File: config.mk
export PLATFORM = sky130hd
export DESIGN_NAME = ball_move
export DESIGN_NICKNAME = d
export VERILOG_FILES = /design/src/rtl/ball_move.sv
export SDC_FILE = /design/constraint.sdc
export NUM_CORES = 1
export LEC_CHECK = 0
export ABC_AREA = 1
export BUFFER_PORTS_ARGS = -buffer_cell sky130_fd_sc_hd__buf_2
export CORE_UTILIZATION = 50
export DETAILED_ROUTE_END_ITERATION = 10
export GPL_TIMING_DRIVEN = 0
export HOLD_SLACK_MARGIN = 0.06
export PLACE_DENSITY = 0.75
export SLEW_MARGIN = 20
export SYNTH_ARGS = -nofsm -noshare
export SYNTH_HDL_FRONTEND = slang
export SYNTH_SLANG_ARGS = --single-unit
File: constraint.sdc
create_clock -name clk -period 3.6 [get_ports clk]
set_clock_uncertainty 0.1 [all_clocks]
set_input_delay 0.72 -clock clk [delete_from_list [all_inputs] [get_ports clk]]
set_output_delay 0.72 -clock clk [all_outputs]
set_load 0.01 [all_outputs]
File: src/rtl/ball_move.sv
// Breakout ball motion engine: serve from paddle, per-tick flight with wall/paddle/brick reflection,
// loss handling with respawn delay, lives and sticky game over. Outputs registered, 1 clk after tick.
module ball_move #(
   parameter int SCREEN_W      = 320,
   parameter int SCREEN_H      = 240,
   parameter int BALL_SIZE     = 4,
   parameter int PAD_W         = 80,
   parameter int LIVES         = 3,
   parameter int RESPAWN_TICKS = 60
) (
   input  logic       clk,
   input  logic       rst,
   input  logic       tick,
   input  logic       launch_n,
   input  logic [9:0] padx,
   input  logic [9:0] pady,
   input  logic       padcol,
   input  logic [2:0] padang,
   input  logic       brickcol,
   input  logic       brickvert,
   output logic [9:0] ballx,
   output logic [9:0] bally,
   output logic [1:0] lives,
   output logic       ball_lost,
   output logic       game_over
);

   typedef enum logic [1:0] {IDLE, FLY, LOST, GAMEOVER} state_t;

   localparam int CW = $clog2(RESPAWN_TICKS + 1);
   localparam logic [9:0]        REST_DX  = 10'(PAD_W / 2 - BALL_SIZE / 2);
   localparam logic [9:0]        RST_X    = 10'(100 + PAD_W / 2 - BALL_SIZE / 2);
   localparam logic [9:0]        RST_Y    = 10'(200 - 1);
   localparam logic signed [10:0] X_MAX   = 11'(SCREEN_W - BALL_SIZE);
   localparam logic [9:0]        Y_LOSS   = 10'(SCREEN_H - 1);
   localparam logic [CW-1:0]     CNT_LAST = CW'(RESPAWN_TICKS - 1);

   state_t            state;
   logic signed [2:0] dx;
   logic signed [1:0] dy;
   logic [CW-1:0]     cnt;

   logic signed [2:0]  vdx, fdx;
   logic signed [1:0]  vdy, fdy;
   logic signed [10:0] nx, ny;
   logic [9:0]         fx, fy;
   logic               loss;

   // Flight step: paddle beats brick, then move with the updated velocity, then clamp at walls.
   always_comb begin
      vdx = dx;
      vdy = dy;
      if (padcol && dy == 2'sd1) begin
         vdy = -2'sd1;
         case (padang)
            3'd0:    vdx = -3'sd2;
            3'd1:    vdx = -3'sd1;
            3'd2:    vdx = 3'sd0;
            3'd3:    vdx = 3'sd1;
            3'd4:    vdx = 3'sd2;
            default: vdx = dx;
         endcase
      end else if (brickcol) begin
         if (brickvert) vdx = -dx;
         else           vdy = -dy;
      end

      nx = $signed({1'b0, ballx}) + $signed({{8{vdx[2]}}, vdx});
      ny = $signed({1'b0, bally}) + $signed({{9{vdy[1]}}, vdy});

      fx  = nx[9:0];
      fdx = vdx;
      if (nx < 0) begin
         fx  = 10'd0;
         fdx = -vdx;
      end else if (nx > X_MAX) begin
         fx  = X_MAX[9:0];
         fdx = -vdx;
      end

      fy  = ny[9:0];
      fdy = vdy;
      if (ny < 0) begin
         fy  = 10'd1;
         fdy = 2'sd1;
      end

      loss = (bally >= Y_LOSS) && (dy == 2'sd1);
   end

   always_ff @(posedge clk or posedge rst) begin
      if (rst) begin
         state     <= IDLE;
         dx        <= 3'sd0;
         dy        <= 2'sd0;
         cnt       <= '0;
         ballx     <= RST_X;
         bally     <= RST_Y;
         lives     <= 2'(LIVES);
         ball_lost <= 1'b0;
         game_over <= 1'b0;
      end else begin
         ball_lost <= 1'b0;
         if (tick) begin
            case (state)
               IDLE: begin
                  ballx <= padx + REST_DX;
                  bally <= pady - 10'd1;
                  if (!launch_n) begin
                     dx    <= 3'sd1;
                     dy    <= -2'sd1;
                     state <= FLY;
                  end
               end
               FLY: begin
                  if (loss) begin
                     state     <= LOST;
                     ball_lost <= 1'b1;
                     cnt       <= '0;
                     if (lives != 2'd0) lives <= lives - 2'd1;
                  end else begin
                     dx    <= fdx;
                     dy    <= fdy;
                     ballx <= fx;
                     bally <= fy;
                  end
               end
               LOST: begin
                  if (cnt == CNT_LAST) begin
                     dx  <= 3'sd0;
                     dy  <= 2'sd0;
                     cnt <= '0;
                     if (lives != 2'd0) begin
                        // re-serve with the ball already sitting on the paddle
                        state <= IDLE;
                        ballx <= padx + REST_DX;
                        bally <= pady - 10'd1;
                     end else begin
                        state     <= GAMEOVER;
                        game_over <= 1'b1;
                     end
                  end else begin
                     cnt <= cnt + CW'(1);
                  end
               end
               GAMEOVER: begin
                  state <= GAMEOVER;
               end
               default: state <= IDLE;
            endcase
         end
      end
   end

endmodule

Word-level counts from Yosys, hierarchy flattened
Cells that the tools add are included.
- latch bits: 0
- input bits: 30
- memories: 0
- RAM bits: 0
- bits in read-only memories: 0
- logic and storage cells: 90
- output and inout bits: 24
- bits in registers: 37
- bitwise operators: 1
- div/mod/pow operators: 0
- magnitude comparators: 4
- reduce and logical (&&, ||, !) cells: 13
- multipliers: 0
- multiplexer cells: 40
- add/sub/neg operators: 9
- eq/ne operators: 14
- shift-type cells: 0
- operators by type and width (kind ; number):
    $mux W10 ; 9
    $pmux W10 S3 ; 2
    $mux W3 ; 8
    $lt A11 B1 Y1 const B ; 2
    $mux W2 ; 11
    $pmux W3 S5 ; 1
    $mux W6 ; 2
    $pmux W6 S2 ; 1
    $reduce_and A4 Y1 ; 3
    $add A11 B2 Y11 ; 1
    $add A11 B3 Y11 ; 1
    $gt A11 B10 Y1 const B ; 1
    $add A10 B6 Y10 const B ; 1
    $ge A10 B8 Y1 const B ; 1
    $ne A2 B2 Y1 const B ; 5
    $reduce_and A5 Y1 ; 2
    $sub A10 B1 Y10 const B ; 1
    $pmux W3 S3 ; 1
    $pmux W2 S4 ; 1
    $add A6 B1 Y6 const B ; 1
    $eq A2 B2 Y1 const B ; 3
    $eq A3 B2 Y1 const B ; 2
    $eq A6 B6 Y1 const B ; 1
    $neg A3 Y3 ; 2
    14 further kinds ; 18

Depth between registers and ports, before layout
Gate-level depths: netlist (run 1).
- word-level depth: 10
- depth in mapped cells: 24
- mapped depth without buffers: 24

Least setup slack after synthesis (run 1)
No wires, ideal clock.
- path kind: input-to-reg
- start: input port padcol
- end: register bally[7]
- path buffers: 0
- stages: 18
- library setup time: 73 ps
- arrival: 3345 ps
- setup slack: 82 ps
- required time: 3427 ps
- path through: nand2_1 -> inv_2 -> nor3_1 -> inv_1 -> ha_1 -> nand2_1 -> o211ai_1 -> nand4_1 -> o211ai_1 -> nand2_1 -> nand2_1 -> a21o_1 -> ha_1 -> nor2_1 -> inv_1 -> a21oi_1 -> o21ai_1 -> a21oi_1
- cells in the longest elaborated chain, start to end: 7
- ends and longest elaborated chain (what ; line ; RTL):
    start: declaration ; 17 ; input logic padcol,
    $logic_and A1 B1 Y1 (*) ; 53 ; if (padcol && dy == 2'sd1) begin
    $mux W2 (*) ; 53 ;
    $add A11 B2 Y11 (*) ; 69 ; ny = $signed({1'b0, bally}) + $signed({{9{vdy[1]}}, vdy});
    $lt A11 B1 Y1 ; 83 ; if (ny < 0) begin
    $mux W10 (*) ; 83 ;
    $mux W10 (*) ; 116 ; if (loss) begin
    $pmux W10 S3 (*) ; 105 ; case (state)
    end signal: assignment ; 108 ; bally <= pady - 10'd1;
    end signal: assignment ; 125 ; bally <= fy;
    end signal: assignment ; 137 ; bally <= pady - 10'd1;
    end: declaration ; 22 ; output logic [9:0] bally,
Every way passes the cells marked *; elsewhere a longest branch is shown, timed or not. The select of a mux whose other input is x is not followed.
A chain may end at the register's enable or synchronous reset.

Worst setup path after layout (run 1)
- start: register dy[0]
- end: register bally[7]
- cells in the longest elaborated chain, start to end: 9
- elaborated cells between the ends (all ways): 14
- classes of those cells: 2 x add/sub; 1 x order compare; 2 x eq/ne; 6 x mux; 3 x reduce/logical
- ends and longest elaborated chain (what ; line ; RTL):
    start: declaration ; 40 ; logic signed [1:0] dy;
    start signal: assignment ; 111 ; dy <= -2'sd1;
    start signal: assignment ; 123 ; dy <= fdy;
    $neg A2 Y2 ; 65 ; else vdy = -dy;
    $mux W2 ; 64 ; if (brickvert) vdx = -dx;
    $mux W2 ; 63 ; end else if (brickcol) begin
    $mux W2 ; 53 ;
    $add A11 B2 Y11 ; 69 ;
    $lt A11 B1 Y1 ; 83 ;
    $mux W10 ; 83 ;
    $mux W10 ; 116 ;
    $pmux W10 S3 ; 105 ;
Several ways; a longest one is shown, not always the timed one. The select of a mux whose other input is x is not followed.

==> impl_metrics.csv, run 1 <==
group,metric,value,unit
logic_synthesis,yosys.area.top_type_share,19.70,%
sta,finalSetupViolations,0,
sta,drv_slew,0,
logic_synthesis,yosys-top-cells-area,"dfrtp_1 (20%), nand2_1 (14%), ha_1 (13%)",
drt,drt_iter0_drc,220,
drt,drc,0,
global_route,grt_max_degree,22,
drt,wl,8600,um
global_route,use_met2,39.39,%
floorplanning,start_util,52.80,%
layout,instances_no_fill,653,
layout,insertedDiodeCount,0,
drt,wl_per_cell,13.17,um
global_route,gr-usage-all-layers,24.56,%
global_route,overflow,0,
logic_synthesis,async_flop_share,100.0,%
worst_setup_path,worstSetupEndpointType,"flop",
logic_synthesis,synth_flop_cell,"dfrtp_1",
clocking,htreeDepth,2,
run_status,status,"completed",
clocking,path_clk_slew,0.09,ns
global_route,top_usage_layer,"met2",
logic_synthesis,postSynthAreaPerCell,6.873,um2
place,dp.cells,630,
floorplanning,fp.coreArea,0.006495,mm2
worst_setup_path,crit_path_start_kind,"flop",
power_and_ir_drop,ir_drop,572.9,uV
logic_synthesis,ys_seq_area_share,27.36,%
drt,vias,3524,
global_route,use_met1,34.22,%
layout,num-nets-final,642,
sta,fin_crit_sh,95.61,%
floorplanning,io_pins,54,
global_route,grt_pass1_vias,3209,
worst_setup_path,path_cells,"ha_2, nand2_2, inv_2, nor3_4, clkinv_4, ha_4, nand2_1, o211ai_1, nand4_1, o211ai_1, nand2_1, nand2_1, a21o_1, ha_1, nor2_4, inv_2, a21oi_1, o21ai_1, a21oi_1",
clocking,cts_sinks,37,
clocking,cts_tree,"built",
logic_synthesis,yosys_register_bits,37,
worst_setup_path,worstPathArrival,3.57,ns
logic_synthesis,synthDistinctLibCells,41,
global_route,grtUsageMet3,5.156,%
floorplanning,die_w,84.82,um
power_and_ir_drop,p_leak,2.196,nW
job,max_cap_viol_count,0,
sta,fmax,290.5,MHz
layout,layout-drive-gt1-share,23.61,%
clocking,clock-root-buffer,"clkbuf_8",
floorplanning,dieArea,0.007194,mm2
floorplanning,die_h,84.82,um
logic_synthesis,synth_area,0.003430,mm2
sta,worst_slew_pin_slew,0.5486,ns
drt,ant_nets,0,
clocking,hold_buffers,0,
logic_synthesis,synth_top_cell_by_area,"dfrtp_1",
place,gp_congestion,0.8525,
clocking,cts_buffers,5,
sta,fin_crit,3.442,ns
sta,hold_violations,0,
logic_synthesis,synth-edff-count,0,
worst_setup_path,cp_common_cell,"nand2_1",
clocking,insertion_delay,0.30,ns
worst_setup_path,required,3.73,ns
logic_synthesis,synth_cells,499,
floorplanning,rows,29,
worst_setup_path,critPathKind,"reg2reg",
worst_setup_path,crit_slowest_cell,"dfrtp_2",
place,dpl.hpwl,6519,um
clocking,clk_path_buf_depth,2,
worst_hold_path,min_path_type,"in2async",
drt,vias_per_cell,5.397,
logic_synthesis,synthesis.nets,566,
logic_synthesis,ys_warn_count,0,
global_route,grt_first_pass_wirelength,14320,um
drt,drt_first_pass_iters,7,
layout,final_util,63.76,%
sta,slew-limit-headroom,63.42,%
worst_setup_path,crit_fanout,7,
power_and_ir_drop,cellPowerDensity,1090,mW/mm2
layout,synthToLayoutAreaGrowth,20.76,%
global_route,grt_antenna_before_repair,0,
worst_setup_path,worst_path_largest_cell_delay,0.44,ns
place,io_buffers,53,
-- worst paths after layout --
path,start,to,slack (ns),depth (start not counted)
min in group clk,game_over$_DFFE_PP0P_,game_over$_DFFE_PP0P_,0.36,2
max in group asynchronous,rst,ballx[1]$_DFFE_PP1P_,2.56,3
max reg2reg,dy[0]$_DFFE_PP0P_,bally[7]$_DFFE_PP1P_,0.16,19
max,dy[0]$_DFFE_PP0P_,bally[7]$_DFFE_PP1P_,0.16,19
min,rst,bally[4]$_DFFE_PP0P_,0.31,2
min reg2reg,game_over$_DFFE_PP0P_,game_over$_DFFE_PP0P_,0.36,2
-- cell usage in the layout, fill, tap and decap left out, types with 10 or more instances in the layout --
| cell | n |
|---|---|
| a21oi_1 | 46 |
| buf_2 | 55 |
| buf_4 | 15 |
| dfrtp_1 | 26 |
| dfstp_2 | 10 |
| ha_1 | 32 |
| inv_1 | 58 |
| nand2_1 | 126 |
| nand3_1 | 29 |
| nor2_1 | 48 |
| o21ai_0 | 15 |
| o21ai_1 | 10 |
| xor2_1 | 10 |
-- critical path, delay by kind of cell, from the launching register on --
family	cells	cell delay, ns
AND/OR/NAND/NOR	7	0.86
AO/OA/AOI/OAI	6	0.85
adder cells (fa/ha/maj)	3	0.80
flip-flops	1	0.44
buffers and inverters	3	0.31
-- stage by stage --
stage	hold slack (ns)	setup slack [ns]	setup TNS [ns]	power [mW]	area (um2)
3_5_place_dp	0.3519	-0.8327	-7.545	3.736	3819
5_1_grt	0.3342	-0.09860	-0.3018	4.990	4141
3_3_place_gp	0.3529	-0.7697	-7.076	3.645	3791
6_report	0.3055	0.1581	0	4.513	4141
2_1_floorplan	0.3867	0.08238	0	3.044	3430
4_1_cts	0.3205	0.06840	0	4.298	4013
-- sequential cells by signal, summed over array words and instances (netlist names) --
register	cells
ballx	10
bally	10
cnt	6
dx	3
dy	2
lives	2
state	2
ball_lost	1
game_over	1
-- power breakdown --
| group | internal [mW] | switching, mW |
|---|---|---|
| combinational | 1.26 | 2.00 |
| sequential | 0.628 | 0.171 |
| clock | 0.279 | 0.169 |
-- per-layer routing --
| layer | wire length (um) | share of wire [%] |
|---|---|---|
| met1 | 4128 | 48 |
| met2 | 4011 | 47 |
| met3 | 404 | 4.7 |
| met4 | 57 | 0.66 |
| met5 | 0 | 0 |
-- Yosys cell counts (4+ instances only) --
cell type	number
or2_2	7
o21ai_0	15
nor3_1	10
nand3_1	29
ha_1	35
dfrtp_1	27
a21oi_1	46
dfstp_2	10
inv_2	7
inv_1	62
nand2_1	128
xor2_1	10
a31oi_1	4
nor2_1	49
nand2_2	4
o21ai_1	10
-- layout make-up --
type	instances	area [um2]
plain buffers	5	25.02
clock buffers	5	68.82
clock inverters	3	68.82
fillers	584	2354
inverters	70	271.5
multi-input cells	387	2266
flip-flops and latches	37	939.7
well taps	77	96.34
repair buffers	69	405.4
-- logic make-up after synthesis --
logic type | count (synthesis) | share of synthesized area (%)
muxes | 4 | 1.277
DFF | 37 | 27.36
and+or+nand+nor | 243 | 31.05
AOI/OAI and AO/OA | 90 | 14.45
buffers and inverters | 75 | 8.391
xor gates and xnor gates | 13 | 3.539
adders and majority gates | 37 | 13.94
-- repair_timing --
item	CTS	global route
setup endpoints to repair	11	19
hold endpoints to repair	0	0
pin swaps	2	4
setup buffers	1	14
resized for setup	9	8
(Power assumes the default switching activity.)
==> inputs of run 2 (changes only) <==
CORE_UTILIZATION = 34   (was 50)
PLACE_DENSITY = default   (was 0.75)
==> impl_metrics.csv, run 2 (synthesized netlist as in run 1, its figures left out) <==
group,metric,value,unit
sta,slew-limit-headroom,59.75,%
global_route,grt_pass1_vias,3025,
global_route,grtUsageMet3,2.941,%
drt,vias,3450,
power_and_ir_drop,ir_drop,333.7,uV
floorplanning,rows,36,
sta,drv_slew,0,
worst_setup_path,crit_path_start_kind,"flop",
clocking,htreeDepth,2,
sta,hold_ws,0.2493,ns
place,dp.cells,686,
layout,insertedDiodeCount,0,
worst_setup_path,r2r_cells,18,
job,max_cap_viol_count,0,
power_and_ir_drop,total_power,4.312,mW
layout,top_regs,"ballx: 10 flops, bally: 10 flops, cnt: 6 flops",
place,gp_congestion,0.8313,
floorplanning,io_pins,54,
drt,drt_first_pass_iters,4,
global_route,top_usage_layer,"met2",
layout,num-nets-final,636,
clocking,path_clk_slew,0.09,ns
layout,final_util,42.23,%
worst_setup_path,crit_fanout,7,
clocking,clock-root-buffer,"clkbuf_8",
layout,final_area,0.004128,mm2
floorplanning,fp.coreArea,0.009774,mm2
floorplanning,start_util,35.09,%
sta,fmax,296.9,MHz
floorplanning,die_h,102.4,um
sta,fin_crit_sh,93.57,%
global_route,grt_first_pass_wirelength,14370,um
floorplanning,dieArea,0.01049,mm2
place,dp_slack,-0.7465,ns
sta,worst_slew_pin_slew,0.6038,ns
sta,finalSetupViolations,0,
drt,vias_per_cell,4.908,
sta,fin_crit,3.368,ns
place,dpl.hpwl,7019,um
sta,finalSetupTns,0,ns
clocking,cts_buffers,5,
layout,most-common-layout-cells,"nand2_1 (126), inv_1 (58), buf_2 (55)",
global_route,grt_max_degree,29,
clocking,insertion_delay,0.30,ns
power_and_ir_drop,cellPowerDensity,1045,mW/mm2
global_route,overflow,0,
layout,instances_no_fill,703,
drt,drc,0,
layout,synthToLayoutAreaGrowth,20.36,%
global_route,gr-usage-all-layers,17.40,%
drt,drt_iter0_drc,187,
clocking,clk_path_buf_depth,2,
drt,ant_nets,0,
layout,final_common_cell,"nand2_1",
clocking,cts_tree,"built",
place,dpl-instance-area,0.003881,mm2
worst_setup_path,worstSetupEndpointType,"flop",
global_route,use_met1,24.44,%
sta,timing.final.ws_setup,0.2316,ns
drt,wl,9050,um
floorplanning,die_w,102.4,um
global_route,use_met2,28.10,%
worst_setup_path,required,3.71,ns
power_and_ir_drop,p_leak,2.140,nW
layout,layout-drive-gt1-share,22.98,%
sta,hold_violations,0,
clocking,cts_sinks,37,
run_status,status,"completed",
worst_hold_path,min_path_type,"in2async",
global_route,grt_antenna_before_repair,0,
place,io_buffers,53,
worst_setup_path,worstPathArrival,3.48,ns
sta,rsz0062_at_grt,"yes",
worst_setup_path,critPathKind,"reg2reg",
drt,wl_per_cell,12.87,um
run 2: changes by cell type in the layout (fill, tap and decap cells not counted), sizes merged:
cell	change
clkinv	+1
buf	-7
clkbuf	+2
bufinv	-2
inv	-1
clkinvlp	+1
run 2: worst paths after layout:
check                                        end  slack, ns                   from
max                         bally[9]$_DFFE_PP0P_       0.23      dy[0]$_DFFE_PP0P_
max in group asynchronous   ballx[1]$_DFFE_PP1P_       2.65                    rst
min reg2reg                game_over$_DFFE_PP0P_       0.37  game_over$_DFFE_PP0P_
max reg2reg                 bally[9]$_DFFE_PP0P_       0.23      dy[0]$_DFFE_PP0P_
min                         bally[3]$_DFFE_PP0P_       0.25                    rst
min in group clk           game_over$_DFFE_PP0P_       0.37  game_over$_DFFE_PP0P_
run 2: critical path, cell delays in order (launching register included):
cell and delay [ns]:
dfrtp_1 0.41, ha_2 0.33, nor3_2 0.05, nor3_4 0.29
clkinv_4 0.16, ha_4 0.32, nand2_1 0.05, o211ai_1 0.22
nand4_1 0.13, o211ai_1 0.15, nand2_1 0.10, nand2_1 0.07
a21o_1 0.10, ha_1 0.25, nor2_4 0.11, inv_2 0.08
a21oi_1 0.12, o21ai_1 0.09, a21oi_1 0.16
run 2: area by class of cell:
class	count	area, um2
Clock buffer	7	96.34
Tap cell	133	166.4
Timing Repair inverter	1	7.507
Multi-Input combinational cell	387	2275
Buffer	5	25.02
Fill cell	1063	5647
Inverter	70	271.5
Sequential cell	37	938.4
Timing Repair Buffer	62	342.8
Clock inverter	1	5.005
run 2: what timing repair did:
action / CTS / global route
pin swaps: 2 / 6
buffers inserted: 1 / 7
resized for setup: 8 / 12
hold buffers: 0 / 0
cloned: 0 / 1
setup endpoints to repair: 11 / 10
run 2: layer usage:
metal,vias to the layer above,wire (um)
li1,1771,-
met1,1597,4334
met2,76,4200
met3,6,455
met4,0,59
met5,-,0
run 2: power by group:
group	total, mW	switching (mW)	leakage, nW	internal (mW)
Clock	0.334	0.160	0.0542	0.173
Sequential	0.807	0.179	0.434	0.628
Combinational	3.17	1.95	1.65	1.22
Total	4.31	2.29	2.14	2.02
==> inputs of run 3 (changes only) <==
CORE_UTILIZATION = 25   (was 34)
PLACE_DENSITY = 0.49   (was default)
clock period = 3.3 ns   (was 3.6 ns; I/O delays follow)
==> impl_metrics.csv, run 3 (synthesized netlist as in run 1, its figures left out) <==
group,metric,value,unit
run_status,status,"completed",
place,dpl-instance-area,0.003950,mm2
global_route,overflow,0,
power_and_ir_drop,cellPowerDensity,1184,mW/mm2
floorplanning,die_w,119.1,um
worst_setup_path,r2r_cells,20,
drt,wl,9923,um
layout,num-nets-final,647,
sta,worst_slew_pin_slew,0.5599,ns
sta,slew-limit-headroom,62.68,%
power_and_ir_drop,ir_drop,266.9,uV
drt,drt_first_pass_iters,4,
drt,drc,0,
worst_setup_path,cp-startpoint,"dy[0]$_DFFE_PP0P_",
place,dp.cells,729,
floorplanning,dieArea,0.01419,mm2
sta,hold_violations,0,
clocking,cts_sinks,37,
sta,finalSetupViolations,0,
clocking,clk_path_buf_depth,2,
sta,fin_crit,3.179,ns
layout,synthToLayoutAreaGrowth,30.86,%
layout,seq_area,938.4,um2
sta,hold_ws,0.2730,ns
layout,most-common-layout-cells,"nand2_1 (121), inv_1 (57), buf_2 (55)",
sta,fmax,314.6,MHz
floorplanning,rows,42,
clocking,clock-root-buffer,"clkbuf_16",
worst_hold_path,min_path_type,"in2async",
global_route,grt_pass1_vias,3298,
layout,multi_input_area,0.002419,mm2
layout,fillCellCount,1437,
floorplanning,io_pins,54,
worst_setup_path,worstPathArrival,3.30,ns
floorplanning,die_h,119.1,um
drt,ant_nets,0,
place,dpl.hpwl,7678,um
clocking,cts_tree,"built",
layout,final_area,0.004488,mm2
job,max_cap_viol_count,0,
floorplanning,start_util,25.80,%
layout,instances_no_fill,757,
drt,vias_per_cell,4.530,
worst_setup_path,timing.reg2reg.setup_slack,0.12,ns
worst_setup_path,reg2reg_from,"dy[0]$_DFFE_PP0P_",
drt,drt_iter0_drc,130,
worst_setup_path,crit_path_start_kind,"flop",
place,io_buffers,53,
power_and_ir_drop,p_leak,2.245,nW
sta,rsz0062_at_grt,"yes",
global_route,grt_max_degree,22,
global_route,gr-usage-all-layers,14.25,%
worst_setup_path,required,3.42,ns
layout,final_common_cell,"nand2_1",
sta,drv_slew,0,
clocking,htreeDepth,2,
global_route,grt_first_pass_wirelength,16040,um
clocking,insertion_delay,0.28,ns
worst_setup_path,crit_fanout,8,
drt,vias,3429,
worst_setup_path,critPathKind,"reg2reg",
layout,top_regs,"ballx: 10 flops, bally: 10 flops, cnt: 6 flops",
worst_setup_path,r2r_end,"bally[4]$_DFFE_PP0P_",
layout,layout-drive-gt1-share,28.23,%
layout,insertedDiodeCount,0,
clocking,path_clk_slew,0.06,ns
sta,fin_crit_sh,96.34,%
floorplanning,fp.coreArea,0.01330,mm2
place,gp_congestion,0.8401,
global_route,grt_antenna_before_repair,0,
clocking,cts_buffers,5,
drt,wl_per_cell,13.11,um
worst_setup_path,worstSetupEndpointType,"flop",
-- run 3: cell types whose count changed in the layout (fill, tap and decap cells not counted), moves of 3 or more --
cell,delta
buf_4,+10
nand2_2,+3
inv_4,+3
a21oi_2,+6
nand2_1,-5
buf_6,+3
clkbuf_16,+5
ha_1,-6
a21oi_1,-6
ha_4,+7
clkbuf_8,-5
-- run 3: worst max path at each step --
stage	end	slack, ns	cells after the start
6_report	bally[4]$_DFFE_PP0P_	0.12	20
5_1_grt	bally[9]$_DFFE_PP0P_	-0.09	19
4_1_cts	bally[5]$_DFFE_PP0P_	0.0007	19
3_5_place_dp	bally[5]$_DFFE_PP0P_	-0.74	19
3_3_place_gp	bally[5]$_DFFE_PP0P_	-0.73	19
2_1_floorplan	bally[7]$_DFFE_PP1P_	0.05	18
-- run 3: power breakdown --
| group | switching (mW) | total (mW) | internal, mW |
|---|---|---|---|
| Clock | 0.187 | 0.507 | 0.320 |
| Combinational | 2.30 | 3.91 | 1.60 |
| Sequential | 0.211 | 0.897 | 0.686 |
-- run 3: layer usage --
metal / vias up / part of all wire (%) / global-route usage [%]
met5: - / 0 / 0
met4: 0 / 1.4 / 4.272
met3: 10 / 3.2 / 2.538
met2: 53 / 47 / 23.87
met1: 1565 / 49 / 18.54
li1: 1801 / - / -
-- run 3: what timing repair did --
item / CTS / global route
buffers inserted: 7 / 13
gates resized for setup: 11 / 39
hold endpoints to repair: 0 / 0
pin swaps: 3 / 20
endpoints found under the setup margin: 23 / 22
hold buffers: 0 / 0
-- run 3: stage by stage --
step / power [mW] / utilization (%) / setup slack (ns) / TNS [ns]
after global placement: 4.125 / 29.50 / -0.7327 / -7.916
final: 5.312 / 33.76 / 0.1209 / 0
after CTS: 4.869 / 31.69 / 0.0006790 / 0
after detailed placement: 4.176 / 29.71 / -0.7371 / -8.032
after global routing: 5.908 / 33.76 / -0.09162 / -0.6750
after floorplan: 3.336 / - / 0.04513 / 0
-- run 3: worst max-delay path, cell delays in order, from the launching register on --
cell and delay (ns):
dfrtp_1 0.41, ha_4 0.18, nand2_4 0.08, inv_4 0.04, nor3_4 0.29, inv_4 0.12, ha_4 0.31, nand2_2 0.04
o211ai_1 0.23, nand4_1 0.12, o211ai_1 0.12, nand2_1 0.08, nand2_1 0.06, a21o_1 0.15, ha_4 0.22, nor2_4 0.15
buf_6 0.13, nand2_2 0.04, o21ai_1 0.11, nand2_1 0.06, nand2_1 0.06
-- run 3: cell type report --
type | count | share of cell area [%]
clock inverters | 1 | 0.1115
well taps | 176 | 4.907
clock buffers | 7 | 3.401
inverters | 70 | 6.105
flip-flops and latches | 37 | 20.91
repair buffers | 74 | 10.12
multi-input cells | 387 | 53.89
plain buffers | 5 | 0.5576
